File: src/rtl/pe_credit_node.sv
`default_nettype none
// ---------------------------------------------------------------------------
// pe_credit_node : NoC PE with credit-gated packet injection and a credit-returning RX FIFO
// Rev 1.0
// ---------------------------------------------------------------------------
module pe_credit_node #(
    parameter int         FLIT_W   = 20,
    parameter int         CREDITS  = 7,
    parameter int         RX_DEPTH = 8,
    parameter logic [3:0] NODE_ID  = 4'd0,
    parameter int         LEN_W    = 4
) (
    input  logic              clk,
    input  logic              rst,
    input  logic              tx_start,
    input  logic [3:0]        tx_dest,
    input  logic [LEN_W-1:0]  tx_len,
    output logic              tx_busy,
    output logic [FLIT_W-1:0] dataout,
    output logic              out_valid,
    input  logic              ci,
    input  logic [FLIT_W-1:0] datain,
    input  logic              in_valid,
    input  logic              rx_ready,
    output logic              co,
    output logic [FLIT_W-7:0] read,
    output logic [15:0]       rx_pkt_cnt,
    output logic [2:0]        err
);

    localparam int                c_PAY_W    = FLIT_W - 6;
    localparam int                c_CW       = $clog2(CREDITS + 1);
    localparam int                c_AW       = $clog2(RX_DEPTH);
    localparam logic [c_CW-1:0]   c_CRED_MAX = c_CW'(CREDITS);
    localparam logic [LEN_W-1:0]  c_LEN_ONE  = LEN_W'(1);

    typedef enum logic {
        S_IDLE = 1'b0,
        S_SEND = 1'b1
    } state_t;

    state_t              state_q, state_d;
    logic [LEN_W-1:0]    rem_q, rem_d;
    logic                first_q, first_d;
    logic [3:0]          dest_q, dest_d;
    logic [c_PAY_W-1:0]  seq_q, seq_d;
    logic [c_CW-1:0]     cred_q, cred_d;
    logic [FLIT_W-1:0]   dataout_q, dataout_d;
    logic                out_valid_q, out_valid_d;
    logic                w_send;
    logic                w_cred_ovf;
    logic [1:0]          w_kind;

    // TX next-state: a flit leaves only when a credit is already held
    always_comb begin
        state_d     = state_q;
        rem_d       = rem_q;
        first_d     = first_q;
        dest_d      = dest_q;
        seq_d       = seq_q;
        dataout_d   = dataout_q;
        out_valid_d = 1'b0;
        w_send      = 1'b0;
        w_kind      = 2'b00;
        case (state_q)
            S_IDLE: begin
                if (tx_start) begin
                    state_d = S_SEND;
                    dest_d  = tx_dest;
                    rem_d   = (tx_len == '0) ? c_LEN_ONE : tx_len;
                    first_d = 1'b1;
                end
            end
            S_SEND: begin
                if (cred_q != '0) begin
                    w_send = 1'b1;
                    if (rem_q == c_LEN_ONE)
                        w_kind = first_q ? 2'b11 : 2'b10;
                    else
                        w_kind = first_q ? 2'b01 : 2'b00;
                    dataout_d   = {w_kind, dest_q, seq_q};
                    out_valid_d = 1'b1;
                    seq_d       = seq_q + 1'b1;
                    rem_d       = rem_q - 1'b1;
                    first_d     = 1'b0;
                    if (rem_q == c_LEN_ONE)
                        state_d = S_IDLE;
                end
            end
            default: state_d = S_IDLE;
        endcase
    end

    always_comb begin
        cred_d     = cred_q;
        w_cred_ovf = 1'b0;
        if (w_send && !ci) begin
            cred_d = cred_q - 1'b1;
        end else if (ci && !w_send) begin
            if (cred_q == c_CRED_MAX)
                w_cred_ovf = 1'b1;
            else
                cred_d = cred_q + 1'b1;
        end
    end

    always_ff @(posedge clk or negedge rst) begin
        if (!rst) begin
            state_q     <= S_IDLE;
            rem_q       <= '0;
            first_q     <= 1'b0;
            dest_q      <= '0;
            seq_q       <= '0;
            cred_q      <= c_CRED_MAX;
            dataout_q   <= '0;
            out_valid_q <= 1'b0;
        end else begin
            state_q     <= state_d;
            rem_q       <= rem_d;
            first_q     <= first_d;
            dest_q      <= dest_d;
            seq_q       <= seq_d;
            cred_q      <= cred_d;
            dataout_q   <= dataout_d;
            out_valid_q <= out_valid_d;
        end
    end

    // RX FIFO: the extra pointer bit separates full from empty
    logic [FLIT_W-1:0]   mem [RX_DEPTH];
    logic [c_AW:0]       wp_q, rp_q;
    logic                co_q;
    logic [c_PAY_W-1:0]  read_q;
    logic [15:0]         cnt_q;
    logic [2:0]          err_q;
    logic                w_empty, w_full, w_pop, w_push, w_match;
    logic [FLIT_W-1:0]   w_head;
    logic [1:0]          w_head_kind;

    assign w_empty     = (wp_q == rp_q);
    assign w_full      = (wp_q[c_AW] != rp_q[c_AW]) && (wp_q[c_AW-1:0] == rp_q[c_AW-1:0]);
    assign w_pop       = rx_ready && !w_empty;
    assign w_push      = in_valid && (!w_full || w_pop);
    assign w_head      = mem[rp_q[c_AW-1:0]];
    assign w_head_kind = w_head[FLIT_W-1:FLIT_W-2];
    assign w_match     = (w_head[FLIT_W-3:FLIT_W-6] == NODE_ID);

    always_ff @(posedge clk) begin
        if (w_push)
            mem[wp_q[c_AW-1:0]] <= datain;
    end

    always_ff @(posedge clk or negedge rst) begin
        if (!rst) begin
            wp_q   <= '0;
            rp_q   <= '0;
            co_q   <= 1'b0;
            read_q <= '0;
            cnt_q  <= '0;
            err_q  <= '0;
        end else begin
            if (w_push)
                wp_q <= wp_q + 1'b1;
            if (w_pop)
                rp_q <= rp_q + 1'b1;
            co_q <= w_pop;
            if (w_pop && w_match) begin
                read_q <= w_head[c_PAY_W-1:0];
                if (w_head_kind == 2'b10 || w_head_kind == 2'b11)
                    cnt_q <= cnt_q + 16'd1;
            end
            err_q <= err_q | {w_pop && !w_match, in_valid && !w_push, w_cred_ovf};
        end
    end

    assign tx_busy    = (state_q == S_SEND);
    assign dataout    = dataout_q;
    assign out_valid  = out_valid_q;
    assign co         = co_q;
    assign read       = read_q;
    assign rx_pkt_cnt = cnt_q;
    assign err        = err_q;

endmodule
`default_nettype wire

File: config.mk
export PLATFORM = sky130hd
export DESIGN_NAME = pe_credit_node
export DESIGN_NICKNAME = d
export VERILOG_FILES = /design/src/rtl/pe_credit_node.sv
export SDC_FILE = /design/constraint.sdc
export NUM_CORES = 1
export LEC_CHECK = 0
export BUFFER_PORTS_ARGS = -buffer_cell sky130_fd_sc_hd__buf_4
export CAP_MARGIN = 20
export CORE_ASPECT_RATIO = 1.4
export CORE_MARGIN = 2
export CORE_UTILIZATION = 39
export CTS_CLUSTER_DIAMETER = 30
export DETAILED_ROUTE_END_ITERATION = 6
export GPL_TIMING_DRIVEN = 0
export HOLD_SLACK_MARGIN = 0.02
export PLACE_DENSITY_LB_ADDON = 0.12
export SLEW_MARGIN = 30
export SYNTH_ARGS = -nofsm -noshare
export SYNTH_HDL_FRONTEND = slang
export SYNTH_SLANG_ARGS = --single-unit
File: constraint.sdc
create_clock -name clk -period 3.4 [get_ports clk]
set_input_delay 0.17 -clock clk [delete_from_list [all_inputs] [get_ports clk]]
set_output_delay 0.17 -clock clk [all_outputs]
set_load 0.05 [all_outputs]
### After elaboration in Yosys (flattened, before gate mapping)

Memories as Yosys holds them, arrays and structs flattened.
Index checks and enable logic that the tools add are counted.

* RAM bits: 160
* register bits after elaboration: 90
* memories: 1
* word-level logic and storage cells: 83
* input bits: 34

* equality and inequality tests: 10
* reductions and logical operators: 25
* bitwise logic cells: 2
* $add $sub $neg: 7
* multiplexer cells: 24

Memories
* mem: words 8, bits a word 20, read ports 1, clocked after Yosys merged registers in 0, wr ports 1, line 130 `logic [FLIT_W-1:0] mem [RX_DEPTH];`

Operators with widths (number)
* adder 16 x 1 -> 16 bit (second input constant): 1
* adder 14 x 1 -> 14 bit (second input constant): 1
* two-way mux 1 bit: 14
* two-way mux 4 bit: 3
* AND reduction 2 bit: 5
* two-way mux 3 bit: 3
* adder 4 x 1 -> 4 bit (second input constant): 2
* logical AND 1 bit: 8
* zero test 4 bit: 2
* one-hot mux 4 bit (2 select lines): 1
* zero test 1 bit: 6
* == test 2 bit (second input constant): 2
* == test 4 x 1 -> 1 bit (second input constant): 1
* == test 4 bit: 1
* != test 2 bit (second input constant): 2
* one-hot mux 1 bit (2 select lines): 2
* subtractor 4 x 1 -> 4 bit (second input constant): 1
* adder 3 x 1 -> 3 bit (second input constant): 1
* == test 3 bit: 1
* == test 3 bit (second input constant): 1
* bitwise OR 3 bit: 1
* nonzero test 3 bit: 1
* subtractor 3 x 1 -> 3 bit (second input constant): 1
* logical OR 1 bit: 2
* other kinds (5): 5

### Logic depth before layout (Yosys ltp)

Gate-level depths: netlist (run 1).

* depth after elaboration: 8
* depth in mapped cells: 14

### Least setup slack after synthesis (run 1)

OpenSTA, ideal clock, no wires.

* kind: reg2reg
* from: register rp_q[1]
* to: memory mem[0][0] (enable)
* buffers on the path: 1
* cell stages (with the launch flop): 7
* arrival: 2.922 ns
* period minus slack after synthesis: 3.365 ns
* path slack: 0.035 ns
* cells stage by stage: dfrtp_1 > buf_2 > xor2_1 > nor3_1 > nand3b_1 > nand2_1 > nor4_1

* word-level cells in the longest chain between the ends: 7
* elaborated cells between the ends (all ways): 10
* those cells by class: eq/ne: 2; mux: 2; reduce/logical: 6

Ends and longest elaborated chain
* start, declared: line 131 `logic [c_AW:0] wp_q, rp_q;`
* start signal, assigned: line 165 `rp_q <= rp_q + 1'b1;`
* == test 4 bit or == test 3 bit (tied branches): line 140, 141
* zero test 1 bit or logical AND 1 bit (tied branches): line 142, 141
* logical AND 1 bit or zero test 1 bit (tied branches): line 142, 143
* logical OR 1 bit *: line 143 `assign w_push = in_valid && (!w_full || w_pop);`
* logical AND 1 bit *: line 143
* two-way mux 1 bit *: line 149 `if (w_push)`
* two-way mux 1 bit (implied by the code) *: line 150 `mem[wp_q[c_AW-1:0]] <= datain;`
* end, declared: line 130

Mark *: on every way between the ends. The rest lies on a longest branch, timed or not.

### Worst setup path in the final report (run 1)

* from: register cred_q[1]
* to: register cred_q[2]

* word-level cells in the longest chain between the ends: 7
* elaborated cells between the ends (all ways): 15
* those cells by class: add/sub: 2; eq/ne: 2; mux: 5; reduce/logical: 6

Ends and longest elaborated chain
* start, declared: line 47 `logic [c_CW-1:0] cred_q, cred_d;`
* start signal, assigned: line 114 `cred_q <= c_CRED_MAX;`
* start signal, assigned: line 123 `cred_q <= cred_d;`
* nonzero test 3 bit *: line 75 `if (cred_q != '0) begin`
* two-way mux 1 bit * (2 in series)
* named net out_valid_d: line 49 `logic out_valid_q, out_valid_d;`
* zero test 1 bit: line 99 `end else if (ci && !w_send) begin`
* logical AND 1 bit: line 99
* nonzero test 2 bit (no line)
* AND reduction 2 bit (no line)

The timed path passes the listed nets; every way through them passes the cells marked *. The select of a mux whose other input is x is not followed.
A chain may end at the register's enable or synchronous reset.

==> out/metrics.csv, run 1 <==
stage;metric;value;unit
critical_path;Buf+Inv Stages, Crit Path;4;
timing;min cycle time layout;3.04;ns
yosys;fraction of registers with async set/reset;37.2;%
critical_path;Worst R2R Path Depth;13;
pwr;Sw Share;35.0;%
place;Buffers on Ports;88;
critical_path;Critical R2R Capture;cred_q[2];
global_route;GR Overflow Total;0;
global_route;All-Layer GR Usage;16.5;%
timing;Worst Tran Pin Value;0.860;ns
place;Post-DP HPWL;13700;µm
pwr;Pleak;5.05;nW
layout;area of the multi-input gates;2580;µm²
floorplanning;I/O Pins;90;
floorplanning;total die area;25700;µm²
pwr;power share of the combinational group;32.7;%
critical_path;CP max-delay cell;dfstp_2;
clocking;total CTS buffers;37;
layout;Layout area overhead;30.4;%
route;total iterations of the first detailed-routing run;4;
critical_path;Critical Path AT;3.45;ns
yosys;ys flop type;edfxtp_1;
critical_path;Critical Path Fanout Max;14;
layout;share of layout cells above drive strength 1;28.9;%
place;Area after DPL;10800;µm²
route;routed vias/inst;4.97;
yosys;Yosys warning count;0;
global_route;first-pass GRT wire length;32500;µm
pwr;Internal;0.00772;W
route;DRC viols;0;
timing;Final Cycle Share;89.4;%
status;status;completed;
floorplanning;Die Y;189;µm
min_path;cell count of the worst hold path;3;
timing;final setup fails;0;
critical_path;reg2reg setup slack;0.36;ns
yosys;largest area contributor in the netlist;edfxtp_1;
yosys;top post-synthesis cells by area;edfxtp_1, dfrtp_1, mux4_2;
critical_path;CP Launch Type;register;
route;final wirelength;20300;µm
pwr;Sequential Power Share;34.9;%
floorplanning;Initial Utilization;39.7;%
floorplanning;Core Footprint;24000;µm²
critical_path;CP cell instances;clkbuf_1 -> o31ai_4 -> inv_2 -> clkbuf_2 -> ha_1 -> clkbuf_1 -> xor2_1 -> ha_1 -> a21oi_1 -> a211oi_1 -> a21oi_1 -> o21ai_1 -> o31ai_1;
yosys;syn_area_per_cell;15.5;µm²
pwr;Max IR drop VDD;0.584;mV
yosys;Yosys cell types;49;
timing;RSZ-0062 raised after global routing;no;
layout;register area;6820;µm²
critical_path;critical path's top delay family;buffers and inverters;
timing;Pins Over Slew Limit;0;
route;Routed Antenna Nets;0;
clocking;Clock Path Buffers;3;
timing;Max-slew headroom;42.7;%
critical_path;CP Class;reg -> reg;
timing;worst clock skew;0.0161;ns
layout;nets@finish;835;
route;met2 WL;10700;µm
clocking;Num Clock Sinks;242;
floorplanning;die width;136;µm
min_path;Hold Crit Class;in -> reg;
min_path;hold_sp;tx_len[0];
clocking;worst skew pair latency;0.51;ns
yosys;number of enable flip-flop cells after synthesis;152;
floorplanning;FP Rows;67;
route;highest routed layer;met4;
route;Vias;5618;
route;drt initial violations;259;
timing;final hold viol count;0;
route;WL/cell;17.9;µm
flow_run;Max-Cap Viols;0;
critical_path;max incr delay on CP;0.51;ns
global_route;vias in the first global route;5968;
min_path;hold worst-path end;rem_q[0];
critical_path;CP Capture Type;register;
layout;fill cell count;2074;
pwr;Final Power;0.0119;W
place;setup slack after placement;-0.138;ns
yosys;cell area after synthesis;9510;µm²
yosys;post-synth top area share;48.0;%
timing;WHS;0.0761;ns
pwr;part of the power in the clock network;32.5;%
clocking;root buf cell;clkbuf_16;
global_route;initial antenna violation count;1;
clocking;H-Tree Depth;2;
critical_path;Worst R2R Start;cred_q[1];
layout;Design Area, Final;12400;µm²
pwr;Pwr per Cell Area;957;nW/µm²
yosys;Seq/Total Area, Yosys;71.7;%
place;gpl congestion;0.731;
route;DR WL met3;914;µm
yosys;net count after synthesis;659;
pwr;sw power;0.00415;W
timing;fmax;329;MHz
clocking;clock tree from TritonCTS;built;
global_route;largest net degree at the start of global routing;91;
yosys;Syn Inst Count;615;
clocking;clock slew at reported path FFs;0.05;ns
route;detailed-routing wirelength on met1;8160;µm
yosys;Synth Register Bits;242;
critical_path;critical path required time;3.81;ns
layout;final core utilization;51.8;%
timing;worst setup margin;0.360;ns
==> cell families (layout without fill, tap and decap cells) <==
kind of cell,after synthesis,in the layout,synth area share (%)
and+or+nand+nor,195,195,9.64
DFF,242,242,71.7
adders and majority gates,10,10,1.32
xor gates and xnor gates,41,41,3.77
other,0,1,0
buffers and inverters,39,244,1.76
AOI/OAI and AO/OA,41,41,2.92
muxes,47,47,8.90
==> layout make-up <==
class | count | area share (%)
Antenna cell | 1 | 0.0202
Buffer | 25 | 0.948
Clock buffer | 47 | 8.35
Clock inverter | 21 | 2.09
Inverter | 13 | 0.393
Multi-Input combinational cell | 334 | 20.8
Sequential cell | 242 | 55.0
Tap cell | 310 | 3.13
Timing Repair Buffer | 138 | 9.36
==> synthesized netlist by cell type (all sizes together) (2+ instances only) <==
cell type,number
a221oi,2
o21ai,20
dfstp,3
nand3,10
mux4,30
and3,8
xnor2,17
nor4,14
a211oi,2
nand2b,3
clkbuf,10
mux2i,16
nor3b,2
nand4,8
o31ai,2
ha,10
nand3b,3
o21bai,2
nor3,12
nor2,15
a21oi,4
nand2,113
edfxtp,152
or4,2
inv,13
o2111ai,2
xor2,24
buf,16
dfrtp,87
==> timing repair <==
item                                   CTS  global route
setup endpoints to repair                1             1
buffers inserted                         0             0
hold buffers                            31             0
endpoints found under the hold margin  250             0
gates resized for setup                  1             1
==> placed cells by master (no fill, tap or decap), drive strengths merged, types with 12 or more instances in the layout <==
| master | netlist | final |
|---|---|---|
| buf | 16 | 123 |
| clkbuf | 10 | 56 |
| dfrtp | 87 | 87 |
| dlygate4sd3 | 0 | 31 |
| edfxtp | 152 | 152 |
| inv | 13 | 19 |
| mux2i | 16 | 16 |
| mux4 | 30 | 30 |
| nand2 | 113 | 113 |
| nor2 | 15 | 15 |
| nor3 | 12 | 12 |
| nor4 | 14 | 14 |
| o21ai | 20 | 20 |
| xnor2 | 17 | 17 |
| xor2 | 24 | 24 |
==> metal layers <==
metal,vias to the layer above,GRT usage (%)
met4,0,5.57
met5,-,0
met1,2857,19.4
met2,111,29.4
met3,34,3.74
li1,2616,-
==> stage by stage <==
| stage | TNS (ns) | cells |
|---|---|---|
| CTS | 0 | 1130 |
| detailed placement | -0.138 | 1031 |
| global placement | -110.59 | 1013 |
| global route | 0 | 1131 |
| floorplan | 0 | 615 |
| finish | 0 | 1131 |
==> power by group through the flow <==
stage | sequential, W | clock [W] | combinational, W
after floorplan | 0.00480 | 0 | 0.00201
after global placement | 0.00418 | 0 | 0.00369
after detailed placement | 0.00420 | 0 | 0.00389
after CTS | 0.00414 | 0.00393 | 0.00394
after global routing | 0.00421 | 0.00407 | 0.00425
final | 0.00414 | 0.00385 | 0.00388
==> state kept, by name (all words and copies together) (netlist names), 4 cells and up <==
signal and flops:
seq_q 14, dataout 20, mem 152, rem_q 4, rx_pkt_cnt 16, read 14
wp_q 4, dest_q 4, rp_q 4
==> worst min-delay path: stages <==
cell and delay (ns):
buf_4 0.08, nor3_1 0.04, a221oi_1 0.21
==> worst max path at each step <==
stage / startpoint / endpoint / slack [ns] / depth (start not counted)
after floorplan: rp_q[1] / mem[0][0] / 0.03 / 6
after global placement: rp_q[1] / mem[0][8] / -1.88 / 6
after detailed placement: cred_q[1] / cred_q[2] / -0.14 / 14
after CTS: cred_q[1] / cred_q[2] / 0.02 / 14
after global routing: cred_q[1] / cred_q[2] / 0.05 / 13
final: cred_q[1] / cred_q[2] / 0.36 / 13
(Power assumes the default switching activity.)
==> run 2, diff against run 1 <==
--- a/config.mk
+++ b/config.mk
@@ -7,9 +7,11 @@
 export LEC_CHECK = 0
 export BUFFER_PORTS_ARGS = -buffer_cell sky130_fd_sc_hd__buf_4
 export CAP_MARGIN = 20
+export CELL_PAD_IN_SITES_DETAIL_PLACEMENT = 2
+export CELL_PAD_IN_SITES_GLOBAL_PLACEMENT = 2
 export CORE_ASPECT_RATIO = 1.4
 export CORE_MARGIN = 2
-export CORE_UTILIZATION = 39
+export CORE_UTILIZATION = 38
 export CTS_CLUSTER_DIAMETER = 30
 export DETAILED_ROUTE_END_ITERATION = 6
 export GPL_TIMING_DRIVEN = 0
==> run 2 against run 1 <==
Effect of this change: sequential share of layout area down 1.1 points; count of clock-buffer cells in the layout up 6; sequential power up 1%; fmax down 1.1%; clock power up 18%; largest cell class unchanged; highest routed layer unchanged.
==> out/metrics.csv, run 2 (same netlist as run 1, synthesis figures left out) <==
stage;metric;value;unit;change
global_route;largest net degree at the start of global routing;91;;unchanged
timing;final hold viol count;0;;unchanged
route;WL/cell;22.3;µm;+24%
route;total iterations of the first detailed-routing run;4;;unchanged
clocking;Clock Path Buffers;3;;unchanged
timing;worst clock skew;0.0249;ns;+0.00880 ns
floorplanning;FP Rows;68;;+1.5%
floorplanning;die width;138;µm;+1.3%
layout;most frequent cells in the layout;edfxtp_1, nand2_1, buf_4;;
route;Routed Antenna Nets;0;;unchanged
floorplanning;Initial Utilization;38.6;%;-1.1 points
route;routed vias/inst;5.12;;+3.1%
critical_path;Buf+Inv Stages, Crit Path;4;;unchanged
pwr;Internal;0.00824;W;+6.8%
clocking;Setup Buffers After CTS;0;;unchanged
route;Vias;5890;;+4.8%
global_route;initial antenna violation count;0;;-1
place;gpl congestion;0.737;;+0.74%
global_route;vias in the first global route;6995;;+17%
floorplanning;I/O Pins;90;;unchanged
global_route;first-pass GRT wire length;40600;µm;+25%
pwr;Sw Share;35.3;%;+0.36 points
critical_path;Crit path top cell by count;buf_2;;
status;status;completed;;
critical_path;CP Class;reg -> reg;;
layout;diode count;0;;-1
route;drt initial violations;242;;-6.6%
flow_run;Max-Cap Viols;0;;unchanged
critical_path;CP Launch Type;register;;
pwr;part of the power in the clock network;35.5;%;+3.0 points
timing;worst setup margin;0.327;ns;-0.0323 ns
critical_path;CP cell instances;buf_2 -> xor2_1 -> nor3_1 -> nand3b_1 -> nand2_1 -> nor4_2 -> buf_2 -> buf_2 -> buf_4;;
min_path;Hold Crit Class;in -> reg;;
layout;nets@finish;842;;+0.84%
critical_path;critical path's top delay family;simple AND/OR/NAND/NOR gates;;
layout;share of layout cells above drive strength 1;29.8;%;+0.92 points
global_route;All-Layer GR Usage;20.7;%;+4.2 points
pwr;Pleak;5.16;nW;+2.2%
global_route;GR Overflow Total;0;;unchanged
pwr;power share of the combinational group;31.6;%;-1.1 points
clocking;Num Clock Sinks;242;;unchanged
clocking;clock slew at reported path FFs;0.05;ns;about the same
route;DRC viols;0;;unchanged
critical_path;max incr delay on CP;0.75;ns;+0.24 ns
critical_path;critical path required time;3.64;ns;-0.17 ns
layout;Layout area overhead;33.2;%;
timing;RSZ-0062 raised after global routing;no;;
critical_path;CP max-delay cell;nor4_2;;
timing;Pins Over Slew Limit;0;;unchanged
clocking;root buf cell;clkbuf_16;;
route;final wirelength;25600;µm;+26%
timing;Worst Tran Pin Value;0.912;ns;+0.0519 ns
timing;fmax;325;MHz;-1.1%
pwr;Max IR drop VDD;0.501;mV;-14%
critical_path;Critical Path AT;3.31;ns;-0.14 ns
pwr;Sequential Power Share;32.9;%;-2.0 points
timing;final setup fails;0;;unchanged
critical_path;CP Capture Type;register;;
place;Post-DP HPWL;16700;µm;+22%
pwr;sw power;0.00450;W;+8.4%
floorplanning;Core Footprint;24700;µm²;+2.9%
pwr;Final Power;0.0127;W;+7.4%
floorplanning;Die Y;191;µm;+1.3%
timing;Max-slew headroom;38.7;%;-4.0 points
clocking;worst skew pair latency;0.54;ns;+0.03 ns
place;setup slack after placement;-0.229;ns;-0.0911 ns
floorplanning;total die area;26300;µm²;+2.6%
layout;most common cell after layout, fill and taps aside;edfxtp_1;;
pwr;Pwr per Cell Area;1010;nW/µm²;+5.2%
timing;min cycle time layout;3.07;ns;+0.0323 ns
clocking;clock tree from TritonCTS;built;;
layout;max reg flops;152;;unchanged
critical_path;Critical Path Fanout Max;8;;-6
place;Buffers on Ports;88;;unchanged
clocking;total CTS buffers;46;;+24%
clocking;H-Tree Depth;2;;unchanged
timing;Final Cycle Share;90.4;%;+0.95 points
==> run 2: cell count changes in the layout (fill, tap and decap cells not counted), sizes merged <==
cell      previous run  this run
bufinv               4         6
clkinvlp             1         7
clkinv              10        17
buf                123       121
diode                1         0
clkbuf              56        62
inv                 19        15
==> run 2: metal layers <==
layer	vias up	track usage (%)	share of wire (%)
met1	3077	24.0	39
met4	0	6.32	2.2
met2	129	38.1	55
met5	-	0	0
li1	2643	-	-
met3	41	3.95	3.9
==> run 2: worst paths after layout <==
kind	end	cells after the start	from	slack (ns)
setup / recovery	mem[0][10]	9	wp_q[0]	0.33
hold / removal	rem_q[0]	3	tx_len[0]	0.04
setup reg to reg	mem[0][10]	9	wp_q[0]	0.33
hold reg to reg	err[2]	1	err[2]	0.46
max in group asynchronous	rx_pkt_cnt[11]	2	rst	2.55
min in group asynchronous	dataout[17]	2	rst	0.28
==> run 2: power groups by stage <==
| stage | Sequential, W | Combinational [W] | Clock [W] |
|---|---|---|---|
| 2_1_floorplan | 0.00480 | 0.00201 | 0 |
| 3_3_place_gp | 0.00418 | 0.00374 | 0 |
| 3_5_place_dp | 0.00421 | 0.00405 | 0 |
| 4_1_cts | 0.00418 | 0.00414 | 0.00462 |
| 5_1_grt | 0.00426 | 0.00442 | 0.00474 |
| 6_report | 0.00419 | 0.00403 | 0.00453 |
==> run 2: final cells by class <==
| class | instances | area [µm²] |
|---|---|---|
| Multi-Input combinational cell | 334 | 2580 |
| Clock buffer | 53 | 1220 |
| Buffer | 24 | 115 |
| Timing Repair Buffer | 137 | 1150 |
| Sequential cell | 242 | 6820 |
| Fill cell | 2317 | 12000 |
| Inverter | 13 | 48.8 |
| Clock inverter | 32 | 343 |
| Tap cell | 315 | 394 |
==> run 2: worst reg2reg max path: cells and delay by family (launching register included) <==
| kind | cells | cell delay [ns] |
|---|---|---|
| xor+xnor | 1 | 0.26 |
| buf+inv | 4 | 0.93 |
| simple gates | 4 | 1.24 |
| flops | 1 | 0.34 |
==> run 2: repair_timing <==
action / 4_1_cts / 5_1_grt
endpoints found under the hold margin: 250 / 0
resized for setup: 1 / 1
hold buffers: 31 / 0
endpoints found under the setup margin: 1 / 1
==> run 2: stage by stage <==
step | instance area [µm²] | hold WS, ns | util (%) | cells | setup TNS, ns
global placement | 10600 | 0.369 | 42.8 | 1018 | -122.77
detailed placement | 10800 | 0.335 | 43.7 | 1036 | -0.229
floorplan | 9510 | -0.126 | - | 615 | 0
finish | 12700 | 0.0352 | 51.3 | 1150 | 0
global route | 12700 | 0.0496 | 51.3 | 1150 | 0
CTS | 12700 | 0.0295 | 51.3 | 1151 | 0
==> run 3, diff against run 2 <==
--- a/config.mk
+++ b/config.mk
@@ -16,6 +16,7 @@
 export DETAILED_ROUTE_END_ITERATION = 6
 export GPL_TIMING_DRIVEN = 0
 export HOLD_SLACK_MARGIN = 0.02
+export MAX_ROUTING_LAYER = met4
 export PLACE_DENSITY_LB_ADDON = 0.12
 export SLEW_MARGIN = 30
 export SYNTH_ARGS = -nofsm -noshare
==> run 3 against run 2 <==
Effect of this change: final area stayed put; die area did not move; fmax hardly changed; sequential share of layout area is the same; worst setup slack gained 0.0015 ns; register-to-register slack is essentially flat; combinational power barely moved; largest power group unchanged.
==> out/metrics.csv, run 3 (same netlist as run 1, synthesis figures left out) <==
stage;metric;value;unit;change
layout;diode count;0;;unchanged
clocking;clock slew at reported path FFs;0.05;ns;about the same
timing;min cycle time layout;3.07;ns;-0.00146 ns
timing;Worst Tran Pin Value;0.917;ns;+0.00490 ns
pwr;Max IR drop VDD;0.500;mV;-0.17%
route;WL/cell;22.3;µm;about the same
layout;share of layout cells above drive strength 1;29.8;%;unchanged
timing;Final Cycle Share;90.3;%;about the same
place;gpl congestion;0.746;;+1.2%
place;Post-DP HPWL;16700;µm;unchanged
critical_path;critical path's top delay family;simple AND/OR/NAND/NOR gates;;
min_path;Hold Crit Class;in -> reg;;
clocking;Clock Path Buffers;3;;unchanged
status;status;completed;;
timing;Final TNS setup;0;ns;unchanged
route;drt initial violations;250;;+3.3%
floorplanning;Die Y;191;µm;unchanged
clocking;Num Clock Sinks;242;;unchanged
route;Vias;5875;;-0.25%
global_route;vias in the first global route;6980;;-0.21%
floorplanning;I/O Pins;90;;unchanged
critical_path;CP Capture Type;register;;
critical_path;Critical Path Fanout Max;8;;unchanged
layout;nets@finish;842;;unchanged
layout;Layout area overhead;33.2;%;unchanged
timing;RSZ-0062 raised after global routing;no;;
clocking;total CTS buffers;46;;unchanged
global_route;All-Layer GR Usage;21.3;%;+0.60 points
timing;final hold viol count;0;;unchanged
timing;Max-slew headroom;38.4;%;-0.33 points
route;routed vias/inst;5.11;;-0.25%
critical_path;critical path required time;3.64;ns;about the same
critical_path;CP cell instances;buf_2 -> xor2_1 -> nor3_1 -> nand3b_1 -> nand2_1 -> nor4_2 -> buf_2 -> buf_2 -> buf_4;;
critical_path;CP Class;reg -> reg;;
critical_path;Buf+Inv Stages, Crit Path;4;;unchanged
pwr;Pleak;5.16;nW;unchanged
timing;worst clock skew;0.0252;ns;+0.000242 ns
critical_path;CP max-delay cell;nor4_2;;
layout;most common cell after layout, fill and taps aside;edfxtp_1;;
critical_path;max incr delay on CP;0.75;ns;about the same
timing;WHS;0.0366;ns;+0.00138 ns
global_route;GR Overflow Total;0;;unchanged
timing;Pins Over Slew Limit;0;;unchanged
clocking;H-Tree Depth;2;;unchanged
critical_path;CP Launch Type;register;;
flow_run;Max-Cap Viols;0;;unchanged
timing;fmax;326;MHz;about the same
place;Buffers on Ports;88;;unchanged
global_route;initial antenna violation count;0;;unchanged
clocking;root buf cell;clkbuf_16;;
layout;fill cell count;2317;;unchanged
layout;max reg flops;152;;unchanged
floorplanning;total die area;26300;µm²;unchanged
timing;final setup fails;0;;unchanged
critical_path;Critical Path AT;3.31;ns;about the same
floorplanning;FP Rows;68;;unchanged
floorplanning;Initial Utilization;38.6;%;unchanged
pwr;Pwr per Cell Area;1010;nW/µm²;about the same
floorplanning;die width;138;µm;unchanged
critical_path;Crit path top cell by count;buf_2;;
floorplanning;Core Footprint;24700;µm²;unchanged
global_route;largest net degree at the start of global routing;91;;unchanged
route;final wirelength;25700;µm;about the same
place;setup slack after placement;-0.229;ns;unchanged
clocking;clock tree from TritonCTS;built;;
timing;worst setup margin;0.329;ns;+0.00146 ns
clocking;worst skew pair latency;0.54;ns;about the same
route;DRC viols;0;;unchanged
layout;most frequent cells in the layout;edfxtp_1, nand2_1, buf_4;;
global_route;first-pass GRT wire length;40600;µm;unchanged
route;total iterations of the first detailed-routing run;4;;unchanged
route;Routed Antenna Nets;0;;unchanged
run 3: cell counts in the layout (fill, tap and decap cells not counted):
No cell type changed its count.
run 3: tightest hold or removal path: cells and delay by family:
family          cells  cell delay [ns]
buf+inv             1             0.08
simple gates        1             0.05
compound gates      1             0.19
run 3: report_power, final:
part / switching, W / leakage (nW) / total [W] / internal, W
registers: 0.000368 / 2.52 / 0.00419 / 0.00382
clock network: 0.00151 / 0.746 / 0.00453 / 0.00302
logic: 0.00263 / 1.90 / 0.00403 / 0.00140
total: 0.00450 / 5.16 / 0.0127 / 0.00824
run 3: cell type report:
cell class	instances	area (µm²)	share of cell area (%)
clock inverters	32	343	2.71
plain buffers	24	115	0.909
multi-input cells	334	2580	20.3
clock buffers	53	1220	9.62
well taps	315	394	3.11
inverters	13	48.8	0.385
repair buffers	137	1150	9.10
flip-flops and latches	242	6820	53.8
run 3: what timing repair did:
| action | in CTS | in global routing |
|---|---|---|
| resized for setup | 1 | 1 |
| endpoints found under the setup margin | 1 | 1 |
| hold endpoints to repair | 250 | 0 |
| hold buffers | 31 | 0 |
| setup buffers | 0 | 0 |
run 3: final timing paths:
check,from,end,slack [ns],depth (start not counted)
min in group asynchronous,rst,dataout[17],0.26,2
min reg2reg,err[2],err[2],0.46,1
max reg2reg,rp_q[1],mem[0][10],0.33,9
max in group asynchronous,rst,rx_pkt_cnt[11],2.54,2
max,rp_q[1],mem[0][10],0.33,9
min,tx_len[0],rem_q[0],0.04,3
run 3: through the flow:
step	utilization [%]	cell area, µm²	cells	total power, W
5_1_grt	51.3	12700	1150	0.0134
4_1_cts	51.3	12700	1151	0.0129
2_1_floorplan	-	9510	615	0.00680
3_5_place_dp	43.7	10800	1036	0.00826
3_3_place_gp	42.8	10600	1018	0.00792
6_report	51.3	12700	1150	0.0127
run 3: layer usage:
metal,global-route usage (%),part of all wire [%]
met1,24.1,39
met2,38.0,55
met3,3.85,3.7
met4,6.32,2.2
met5,-,0
